`src/rtl/msrv32_trap_pkg.sv`:
```
// Shared cause codes, PC-select encodings and FSM state type for the msrv32
// machine-mode trap controller.
package msrv32_trap_pkg;

  localparam int unsigned CAUSE_MISALIGNED_INSTR = 0;
  localparam int unsigned CAUSE_ILLEGAL_INSTR    = 2;
  localparam int unsigned CAUSE_BREAKPOINT       = 3;
  localparam int unsigned CAUSE_MISALIGNED_LOAD  = 4;
  localparam int unsigned CAUSE_MISALIGNED_STORE = 6;
  localparam int unsigned CAUSE_ECALL_M          = 11;
  localparam int unsigned CAUSE_MSI              = 3;
  localparam int unsigned CAUSE_MTI              = 7;
  localparam int unsigned CAUSE_MEI              = 11;
  localparam int unsigned CAUSE_LOCAL_BASE       = 16;

  localparam logic [1:0] PC_SRC_SEQ  = 2'b00;
  localparam logic [1:0] PC_SRC_EPC  = 2'b01;
  localparam logic [1:0] PC_SRC_TVEC = 2'b10;

  typedef enum logic [1:0] {
    ST_RUN  = 2'd0,
    ST_TRAP = 2'd1,
    ST_MRET = 2'd2,
    ST_WFI  = 2'd3
  } trap_state_e;

  // Exception causes that also load mtval with the faulting address.
  function automatic logic is_misaligned_cause(input int unsigned cause);
    return (cause == CAUSE_MISALIGNED_INSTR) ||
           (cause == CAUSE_MISALIGNED_LOAD)  ||
           (cause == CAUSE_MISALIGNED_STORE);
  endfunction

endpackage

```
`src/rtl/msrv32_irq_prio_enc.sv`:
```
// Combinational interrupt priority encoder: MEI > MSI > MTI > local[0] > ... > local[N-1].
// any_wake ignores the global enable so WFI can wake with interrupts masked.
module msrv32_irq_prio_enc
  import msrv32_trap_pkg::*;
#(
  parameter int NUM_LOCAL_IRQ = 4,
  parameter int CAUSE_W       = 5,
  localparam int LI_W = (NUM_LOCAL_IRQ > 0) ? NUM_LOCAL_IRQ : 1
) (
  input  logic               i_mie,
  input  logic               i_meie,
  input  logic               i_meip,
  input  logic               i_msie,
  input  logic               i_msip,
  input  logic               i_mtie,
  input  logic               i_mtip,
  input  logic [LI_W-1:0]    i_lie,
  input  logic [LI_W-1:0]    i_lip,
  output logic               o_any_irq,
  output logic               o_any_wake,
  output logic [CAUSE_W-1:0] o_cause
);

  logic            w_mei;
  logic            w_msi;
  logic            w_mti;
  logic [LI_W-1:0] w_local_hit;

  assign w_mei = i_meie & i_meip;
  assign w_msi = i_msie & i_msip;
  assign w_mti = i_mtie & i_mtip;

  generate
    if (NUM_LOCAL_IRQ > 0) begin : g_local
      assign w_local_hit = i_lie & i_lip;
    end else begin : g_no_local
      assign w_local_hit = '0;
    end
  endgenerate

  assign o_any_wake = w_mei | w_msi | w_mti | (|w_local_hit);
  assign o_any_irq  = i_mie & o_any_wake;

  // Later assignments win, so walk from lowest to highest priority.
  always_comb begin
    o_cause = '0;
    for (int i = LI_W - 1; i >= 0; i--) begin
      if (w_local_hit[i]) o_cause = CAUSE_W'(CAUSE_LOCAL_BASE + 32'(i));
    end
    if (w_mti) o_cause = CAUSE_W'(CAUSE_MTI);
    if (w_msi) o_cause = CAUSE_W'(CAUSE_MSI);
    if (w_mei) o_cause = CAUSE_W'(CAUSE_MEI);
  end

endmodule

```
`src/rtl/msrv32_trap_controller.sv`:
```
// Machine-mode trap sequencer: interrupt/exception entry, mret return and WFI stall/wake.
// state | meaning: RUN normal retire | TRAP one-cycle trap entry | MRET one-cycle return | WFI stalled
module msrv32_trap_controller
  import msrv32_trap_pkg::*;
#(
  parameter int NUM_LOCAL_IRQ = 4,
  parameter int CAUSE_W       = 5,
  localparam int LI_W = (NUM_LOCAL_IRQ > 0) ? NUM_LOCAL_IRQ : 1
) (
  input  logic               ms_riscv32_mp_clk_in,
  input  logic               ms_riscv32_mp_rst_in,
  input  logic               instr_valid_in,
  input  logic               misaligned_instr_in,
  input  logic               illegal_instr_in,
  input  logic               misaligned_load_in,
  input  logic               misaligned_store_in,
  input  logic               ecall_in,
  input  logic               ebreak_in,
  input  logic               mret_in,
  input  logic               wfi_in,
  input  logic               mie_in,
  input  logic               meie_in,
  input  logic               mtie_in,
  input  logic               msie_in,
  input  logic               meip_in,
  input  logic               mtip_in,
  input  logic               msip_in,
  input  logic [LI_W-1:0]    lie_in,
  input  logic [LI_W-1:0]    lip_in,
  output logic               trap_taken_out,
  output logic               i_or_e_out,
  output logic               set_epc_out,
  output logic               set_cause_out,
  output logic [CAUSE_W-1:0] cause_out,
  output logic               misaligned_exception_out,
  output logic               mie_clear_out,
  output logic               mie_set_out,
  output logic               instret_inc_out,
  output logic               flush_out,
  output logic               stall_out,
  output logic [1:0]         pc_src_out
);

  trap_state_e        r_state;
  logic               w_irq;
  logic               w_wake;
  logic [CAUSE_W-1:0] w_irq_cause;
  logic               w_exc;
  logic [CAUSE_W-1:0] w_exc_cause;
  logic               w_exc_mis;
  logic               w_mret;
  logic               w_wfi;
  logic               w_take_trap;
  logic [CAUSE_W-1:0] w_trap_cause;

  msrv32_irq_prio_enc #(
    .NUM_LOCAL_IRQ (NUM_LOCAL_IRQ),
    .CAUSE_W       (CAUSE_W)
  ) u_prio_enc (
    .i_mie      (mie_in),
    .i_meie     (meie_in),
    .i_meip     (meip_in),
    .i_msie     (msie_in),
    .i_msip     (msip_in),
    .i_mtie     (mtie_in),
    .i_mtip     (mtip_in),
    .i_lie      (lie_in),
    .i_lip      (lip_in),
    .o_any_irq  (w_irq),
    .o_any_wake (w_wake),
    .o_cause    (w_irq_cause)
  );

  assign w_exc = instr_valid_in & (misaligned_instr_in | illegal_instr_in | ebreak_in |
                                   ecall_in | misaligned_load_in | misaligned_store_in);
  assign w_mret = instr_valid_in & mret_in;
  assign w_wfi  = instr_valid_in & wfi_in;

  always_comb begin
    w_exc_cause = '0;
    if (misaligned_instr_in)      w_exc_cause = CAUSE_W'(CAUSE_MISALIGNED_INSTR);
    else if (illegal_instr_in)    w_exc_cause = CAUSE_W'(CAUSE_ILLEGAL_INSTR);
    else if (ebreak_in)           w_exc_cause = CAUSE_W'(CAUSE_BREAKPOINT);
    else if (ecall_in)            w_exc_cause = CAUSE_W'(CAUSE_ECALL_M);
    else if (misaligned_load_in)  w_exc_cause = CAUSE_W'(CAUSE_MISALIGNED_LOAD);
    else if (misaligned_store_in) w_exc_cause = CAUSE_W'(CAUSE_MISALIGNED_STORE);
  end

  assign w_exc_mis = is_misaligned_cause(32'(w_exc_cause));

  // From WFI only an interrupt can trap; there is no instruction to fault.
  assign w_take_trap  = ((r_state == ST_RUN) && (w_irq || w_exc)) ||
                        ((r_state == ST_WFI) && w_irq);
  assign w_trap_cause = w_irq ? w_irq_cause : w_exc_cause;

  always_ff @(posedge ms_riscv32_mp_clk_in) begin
    if (ms_riscv32_mp_rst_in) begin
      r_state                  <= ST_RUN;
      trap_taken_out           <= 1'b0;
      i_or_e_out               <= 1'b0;
      set_epc_out              <= 1'b0;
      set_cause_out            <= 1'b0;
      cause_out                <= '0;
      misaligned_exception_out <= 1'b0;
      mie_clear_out            <= 1'b0;
      mie_set_out              <= 1'b0;
      instret_inc_out          <= 1'b0;
      flush_out                <= 1'b0;
      stall_out                <= 1'b0;
      pc_src_out               <= PC_SRC_SEQ;
    end else begin
      trap_taken_out           <= w_take_trap;
      i_or_e_out               <= w_take_trap & w_irq;
      set_epc_out              <= w_take_trap;
      set_cause_out            <= w_take_trap;
      misaligned_exception_out <= w_take_trap & ~w_irq & w_exc_mis;
      mie_clear_out            <= w_take_trap;
      mie_set_out              <= 1'b0;
      instret_inc_out          <= 1'b0;
      flush_out                <= w_take_trap;
      stall_out                <= 1'b0;
      pc_src_out               <= w_take_trap ? PC_SRC_TVEC : PC_SRC_SEQ;
      if (w_take_trap) cause_out <= w_trap_cause;

      case (r_state)
        ST_RUN: begin
          if (w_take_trap) begin
            r_state <= ST_TRAP;
          end else if (w_mret) begin
            r_state         <= ST_MRET;
            mie_set_out     <= 1'b1;
            flush_out       <= 1'b1;
            pc_src_out      <= PC_SRC_EPC;
            instret_inc_out <= 1'b1;
          end else if (w_wfi) begin
            r_state   <= ST_WFI;
            stall_out <= 1'b1;
          end else begin
            instret_inc_out <= instr_valid_in;
          end
        end
        ST_WFI: begin
          if (w_wake) begin
            instret_inc_out <= 1'b1;
            r_state         <= w_irq ? ST_TRAP : ST_RUN;
          end else begin
            stall_out <= 1'b1;
          end
        end
        ST_TRAP, ST_MRET: r_state <= ST_RUN;
        default:          r_state <= ST_RUN;
      endcase
    end
  end

endmodule
```
`config.mk`:
```
export PLATFORM = sky130hd
export DESIGN_NAME = msrv32_trap_controller
export DESIGN_NICKNAME = d
export VERILOG_FILES = /design/src/rtl/msrv32_trap_pkg.sv /design/src/rtl/msrv32_irq_prio_enc.sv /design/src/rtl/msrv32_trap_controller.sv
export SDC_FILE = /design/constraint.sdc
export NUM_CORES = 1
export LEC_CHECK = 0
export ABC_AREA = 1
export BUFFER_PORTS_ARGS = -buffer_cell sky130_fd_sc_hd__buf_2
export CAP_MARGIN = 0
export CORE_MARGIN = 2
export CORE_UTILIZATION = 49
export CTS_CLUSTER_SIZE = 10
export DETAILED_ROUTE_END_ITERATION = 7
export PLACE_DENSITY = 0.84
export SYNTH_ARGS = -nofsm -noshare
export SYNTH_HDL_FRONTEND = slang
export SYNTH_SLANG_ARGS = --single-unit
```
`constraint.sdc`:
```
create_clock -name ms_riscv32_mp_clk_in -period 2.55 [get_ports ms_riscv32_mp_clk_in]
set_clock_uncertainty 0.05 [all_clocks]
set_input_delay 0 -clock ms_riscv32_mp_clk_in [delete_from_list [all_inputs] [get_ports ms_riscv32_mp_clk_in]]
set_output_delay 0 -clock ms_riscv32_mp_clk_in [all_outputs]
set_load 0.05 [all_outputs]
```
# --- Word-level counts from Yosys, hierarchy flattened ---
# Index checks and enable logic that the tools add are counted.
op_classes:
  eq_ne: 7
  mux: 37
  bitwise_logic: 21
  n_reduce_logical: 12
op_table:
  columns: ["op", "n"]
  rows:
  - ["5-bit two-way mux", 8]
  - ["2-bit two-way mux", 8]
  - ["4-bit two-way mux", 4]
  - ["1-bit two-way mux", 12]
  - ["1-bit bitwise AND", 10]
  - ["5-bit by 3-bit equality test with 1-bit output (second input constant)", 2]
  - ["1-bit OR", 8]
  - ["3-bit two-way mux", 2]
  - ["2-bit case mux with 3 select lines", 1]
  - ["5-bit logical NOT", 1]
  - ["4-bit bitwise AND", 1]
  - ["2-bit equality test (second input constant)", 2]
  - ["1-bit logical OR", 4]
  - ["4-bit inequality test (second input constant)", 1]
  - ["1-bit case mux with 2 select lines", 2]
  - ["4-bit OR reduction", 1]
  - ["3-bit OR reduction", 1]
  - ["2-bit by 1-bit equality test with 1-bit output (second input constant)", 1]
  - ["1-bit logical AND", 2]
  - ["2-bit logical NOT", 1]
  - ["2-bit by 1-bit inequality test with 1-bit output (second input constant)", 1]
  - ["1-bit inverter", 2]
  - ["2-bit AND reduction", 1]
  - ["2-bit OR reduction", 1]
word_totals:
  regBits: 16
  inputBits: 26
  output_inout_bits: 17
  elab_cells: 87

# --- Longest topological paths before layout ---
depth:
  word_depth: 13
  ltp_mapped: 11
  depth_no_buf: 11

# --- Modules after synthesis ---
# A second synthesis with hierarchy kept.
unflattened:
  cells_unflattened: 131
  area_unflattened_um2: 922.1
modules_own_cells:
  columns: ["mod", "instances", "cells_per_inst", "area_per_inst_um2"]
  rows:
  - ["msrv32_trap_controller", 1, 105, 769.5]
  - ["msrv32_irq_prio_enc", 1, 26, 152.6]

# --- Worst setup path after synthesis ---
# OpenSTA, ideal clock, no wires.
synth_timing:
  kind: "flip-flop to flip-flop"
  startpoint: "register r_state[0]"
  endpoint: "register r_state[0]"
  t_arrival_ps: 1058
  required_ps: 2383
  setup_slack_ps: 1324
  stages_incl_launch_ff: 8
  cell_sequence: "dfxtp_1 > inv_1 > ha_1 > nand2_1 > a21oi_1 > nand3_1 > nand2_1 > a21oi_1"
synth_between:
  elab_chain_cells: 5
  word_cells_on_any_way: 13
synth_lines:
  columns: ["element", "line", "source"]
  rows:
  - ["start: declaration", "msrv32_trap_controller.sv:44", "trap_state_e r_state;"]
  - ["start signal: assignment", "msrv32_trap_controller.sv:145", "r_state <= w_irq ? ST_TRAP : ST_RUN;"]
  - ["2-bit equality test or 2-bit logical NOT (tied branches)", "msrv32_trap_controller.sv:93, msrv32_trap_controller.sv:125, msrv32_trap_controller.sv:92", null]
  - ["1-bit logical AND, on equally long branches", "msrv32_trap_controller.sv:93, msrv32_trap_controller.sv:92", null]
  - ["1-bit logical OR", "msrv32_trap_controller.sv:92", "assign w_take_trap = ((r_state == ST_RUN) && (w_irq || w_exc)) ||"]
  - ["2-bit two-way mux or 4-bit inequality test (tied branches)", null, null]
  - ["2-bit case mux with 3 select lines or 2-bit AND reduction (tied branches)", null, null]
# Several ways; a longest one is shown, not always the timed one.
# A chain may end at the register's enable or synchronous reset.

# --- Worst setup path after layout ---
layout_timing:
  startpoint: "register r_state[0]"
  endpoint: "register r_state[1]"
# The elaborated chain is that of the path after synthesis.

==> flow_metrics.py <==
metrics = {
    "critical_path": {
        "r2r-start": "r_state[0]",
        "cp_max_fo": 4,
        "cp-end-kind": "flip-flop",
        "path_class": "reg2reg",
        "rrSetupSlack_ns": 1.20,
        "arrival_ns": 1.47,
        "path_depth": 7,
        "rr_worst_depth": 7,
        "rr_endpoint": "r_state[1]",
        "crit_slowest_cell": "dfxtp_1",
        "cp_top_family": "flip-flops",
        "slowest_delay_ns": 0.32,
        "startpoint_type": "flip-flop",
        "crit_buf_inv": 1,
        "critPathRequiredTime_ns": 2.68,
        "path_cells": "inv_1, ha_1, nand2_1, a21oi_1, nand3_1, nand2_1, a21oi_1",
    },
    "sta": {
        "fin_ws_ns": 1.20,
        "min_period_ns": 1.35,
        "hold_viol": 0,
        "tns_ns": 0,
        "slew_headroom": 0.818,
        "rsz0062_at_grt": "false",
        "slew_violations": 0,
        "whs_ns": 0.0147,
        "worst_slew_pin_slew_ns": 0.272,
        "setup_viol": 0,
        "fmax_mhz": 742,
        "min_period_over_period": 0.528,
    },
    "route": {
        "routed_via_density": 5.04,
        "finalWirelength_um": 2020,
        "wire_per_inst_um": 10.7,
        "drt-initial-drc-count": 10,
        "first_pass_iters": 4,
        "final_antenna_net_count": 0,
        "vias": 952,
        "drc": 0,
    },
    "layout": {
        "largest_register_ffs": 5,
        "nets": 194,
        "antennaDiodeCount": 0,
        "fin_util": 0.675,
        "area_delta_synth_final_pct": 28.7,
        "layout-drive-gt1-share": 0.402,
        "top_register": "cause_out",
        "fill_cells": 149,
        "reg_top3": "cause_out: 5 flops, r_state: 2 flops",
    },
    "floorplan": {
        "die_w_um": 47.2,
        "core_area_um2": 1750,
        "rows": 15,
        "io_pins": 43,
        "start_util": 0.524,
        "die_y_um": 47.2,
        "die_area_um2": 2230,
    },
    "outcome": {
        "outcome": "finished, final reports clean",
    },
    "logic_synthesis": {
        "synth_area_um2": 915,
        "synth_fp_nets": 149,
        "yosysTopAreaCellShare": 0.306,
        "synth_area_leaders": "dfxtp_1 31%, nand2_1 11%, inv_1 4.5%",
        "yosys_warnings": 0,
        "synth-seq-cells": 14,
        "synth_cell_types": 28,
        "yosysSeqAreaShare": 0.306,
        "synthCells": 121,
        "avgSynthCellArea_um2": 7.56,
        "synth_top_cell_by_area": "dfxtp_1",
    },
    "min_path": {
        "hold_path.class": "in2reg",
        "hold_start": "instr_valid_in",
        "holdPathEnd": "mie_set_out",
        "hold-path-cell-count": 3,
    },
    "placement": {
        "dp_worst_setup_slack_ns": 1.21,
        "place_hpwl_um": 1630,
        "gp_congestion": 0.862,
        "port_buffers": 42,
    },
    "clocking": {
        "ctsHtreeMaxLevel": 1,
        "post_cts_buffers": 0,
        "cts_num_sinks": 14,
        "cts_buffer_depth": 2,
        "cts-hold-fix-buffers": 4,
        "clk_pin_slew_ns": 0.08,
        "numCtsBuffers": 3,
        "post_cts_resized": 0,
        "cts_tree": "built",
        "clock_latency_ns": 0.28,
        "root_buffer": "clkbuf_4",
    },
    "job": {
        "max_cap_viol_count": 0,
    },
    "global_route": {
        "grt-ovfl-total": 0,
        "grt_pass1_wl_um": 3420,
        "grt_util_all_layers": 0.217,
        "grt_pass1_vias": 834,
        "grt_max_degree": 11,
        "antenna_found_initial": 0,
    },
    "power": {
        "ir_worst_vdd_v": 0.000274,
        "p_per_area_nw_per_um2": 535,
        "power.total_mw": 0.630,
        "p_leak_nw": 0.609,
    },
}
## worst max-delay path by stage
stage | startpoint | endpoint | slack (ns)
3_3_place_gp | r_state[0] | r_state[0] | 1.28
6_report | r_state[0] | r_state[1] | 1.20
4_1_cts | r_state[0] | r_state[1] | 1.20
3_5_place_dp | r_state[0] | r_state[1] | 1.21
5_1_grt | r_state[1] | r_state[1] | 1.08
2_1_floorplan | r_state[0] | r_state[0] | 1.32
## report_power, final
group          internal (mW)  switching, mW  leakage, nW
registers              0.236        0.00808        0.115
clock network         0.0548         0.0657       0.0138
logic                 0.0806          0.184        0.481
total                  0.372          0.258        0.609
## metal layers
layer,GRT usage,wire [µm]
met1,0.258,852
met2,0.356,967
met3,0.0462,143
met4,0.128,61
met5,0,0
## through the flow
step | std cells | instance area (µm²)
floorplan | 121 | 915
global placement | 182 | 1110
detailed placement | 182 | 1110
CTS | 189 | 1180
global route | 189 | 1180
finish | 189 | 1180
## placed cells by master, fill, tap and decap left out
cell type	netlist	final
clkbuf_4	0	3
or2_2	2	2
nand3_1	8	8
a21boi_0	1	1
nand3_4	1	1
a21boi_2	1	1
nand2_8	2	2
buf_2	0	42
nor3_1	1	1
nand3b_1	1	1
nand2_1	27	27
inv_1	11	11
nand2_2	5	5
nor2_1	7	7
a21oi_2	2	2
nor4_1	1	1
a21oi_1	8	8
nor2_4	2	2
nand2_4	3	3
o21ai_0	7	7
nand4_1	4	4
o211ai_1	1	1
o21ai_4	1	1
dfxtp_1	14	14
clkinv_4	1	1
ha_1	2	2
dlygate4sd3_1	0	4
nor2_2	1	1
nor3b_1	1	1
## tightest hold or removal path, cell delays in order
cell     delay [ns]
buf_2          0.14
nand4_1        0.12
nor2_1         0.05
## kinds of logic after synthesis
kind of cell	count (synthesis)	synth area share
compound gates	21	0.148
fa+ha+maj	2	0.0274
buf+inv	18	0.0999
flops	14	0.306
simple gates	66	0.419
## cells in the mapped netlist (all sizes together)
cell type and n:
a21boi 2, a21oi 10, buf 5, clkbuf 1, clkinv 1, dfxtp 14
ha 2, inv 11, nand2 37, nand3 9, nand3b 1, nand4 4
nor2 10, nor3 1, nor3b 1, nor4 1, o211ai 1, o21ai 8
or2 2
## final cells by class
class                           count  area [µm²]  area share
Clock buffer                        3        22.5      0.0191
Inverter                           12        50.0      0.0425
Multi-Input combinational cell     89         543       0.461
Sequential cell                    14         280       0.238
Tap cell                           25        31.3      0.0266
Timing Repair Buffer               46         250       0.213
Power figures use the tool's default switching activity.
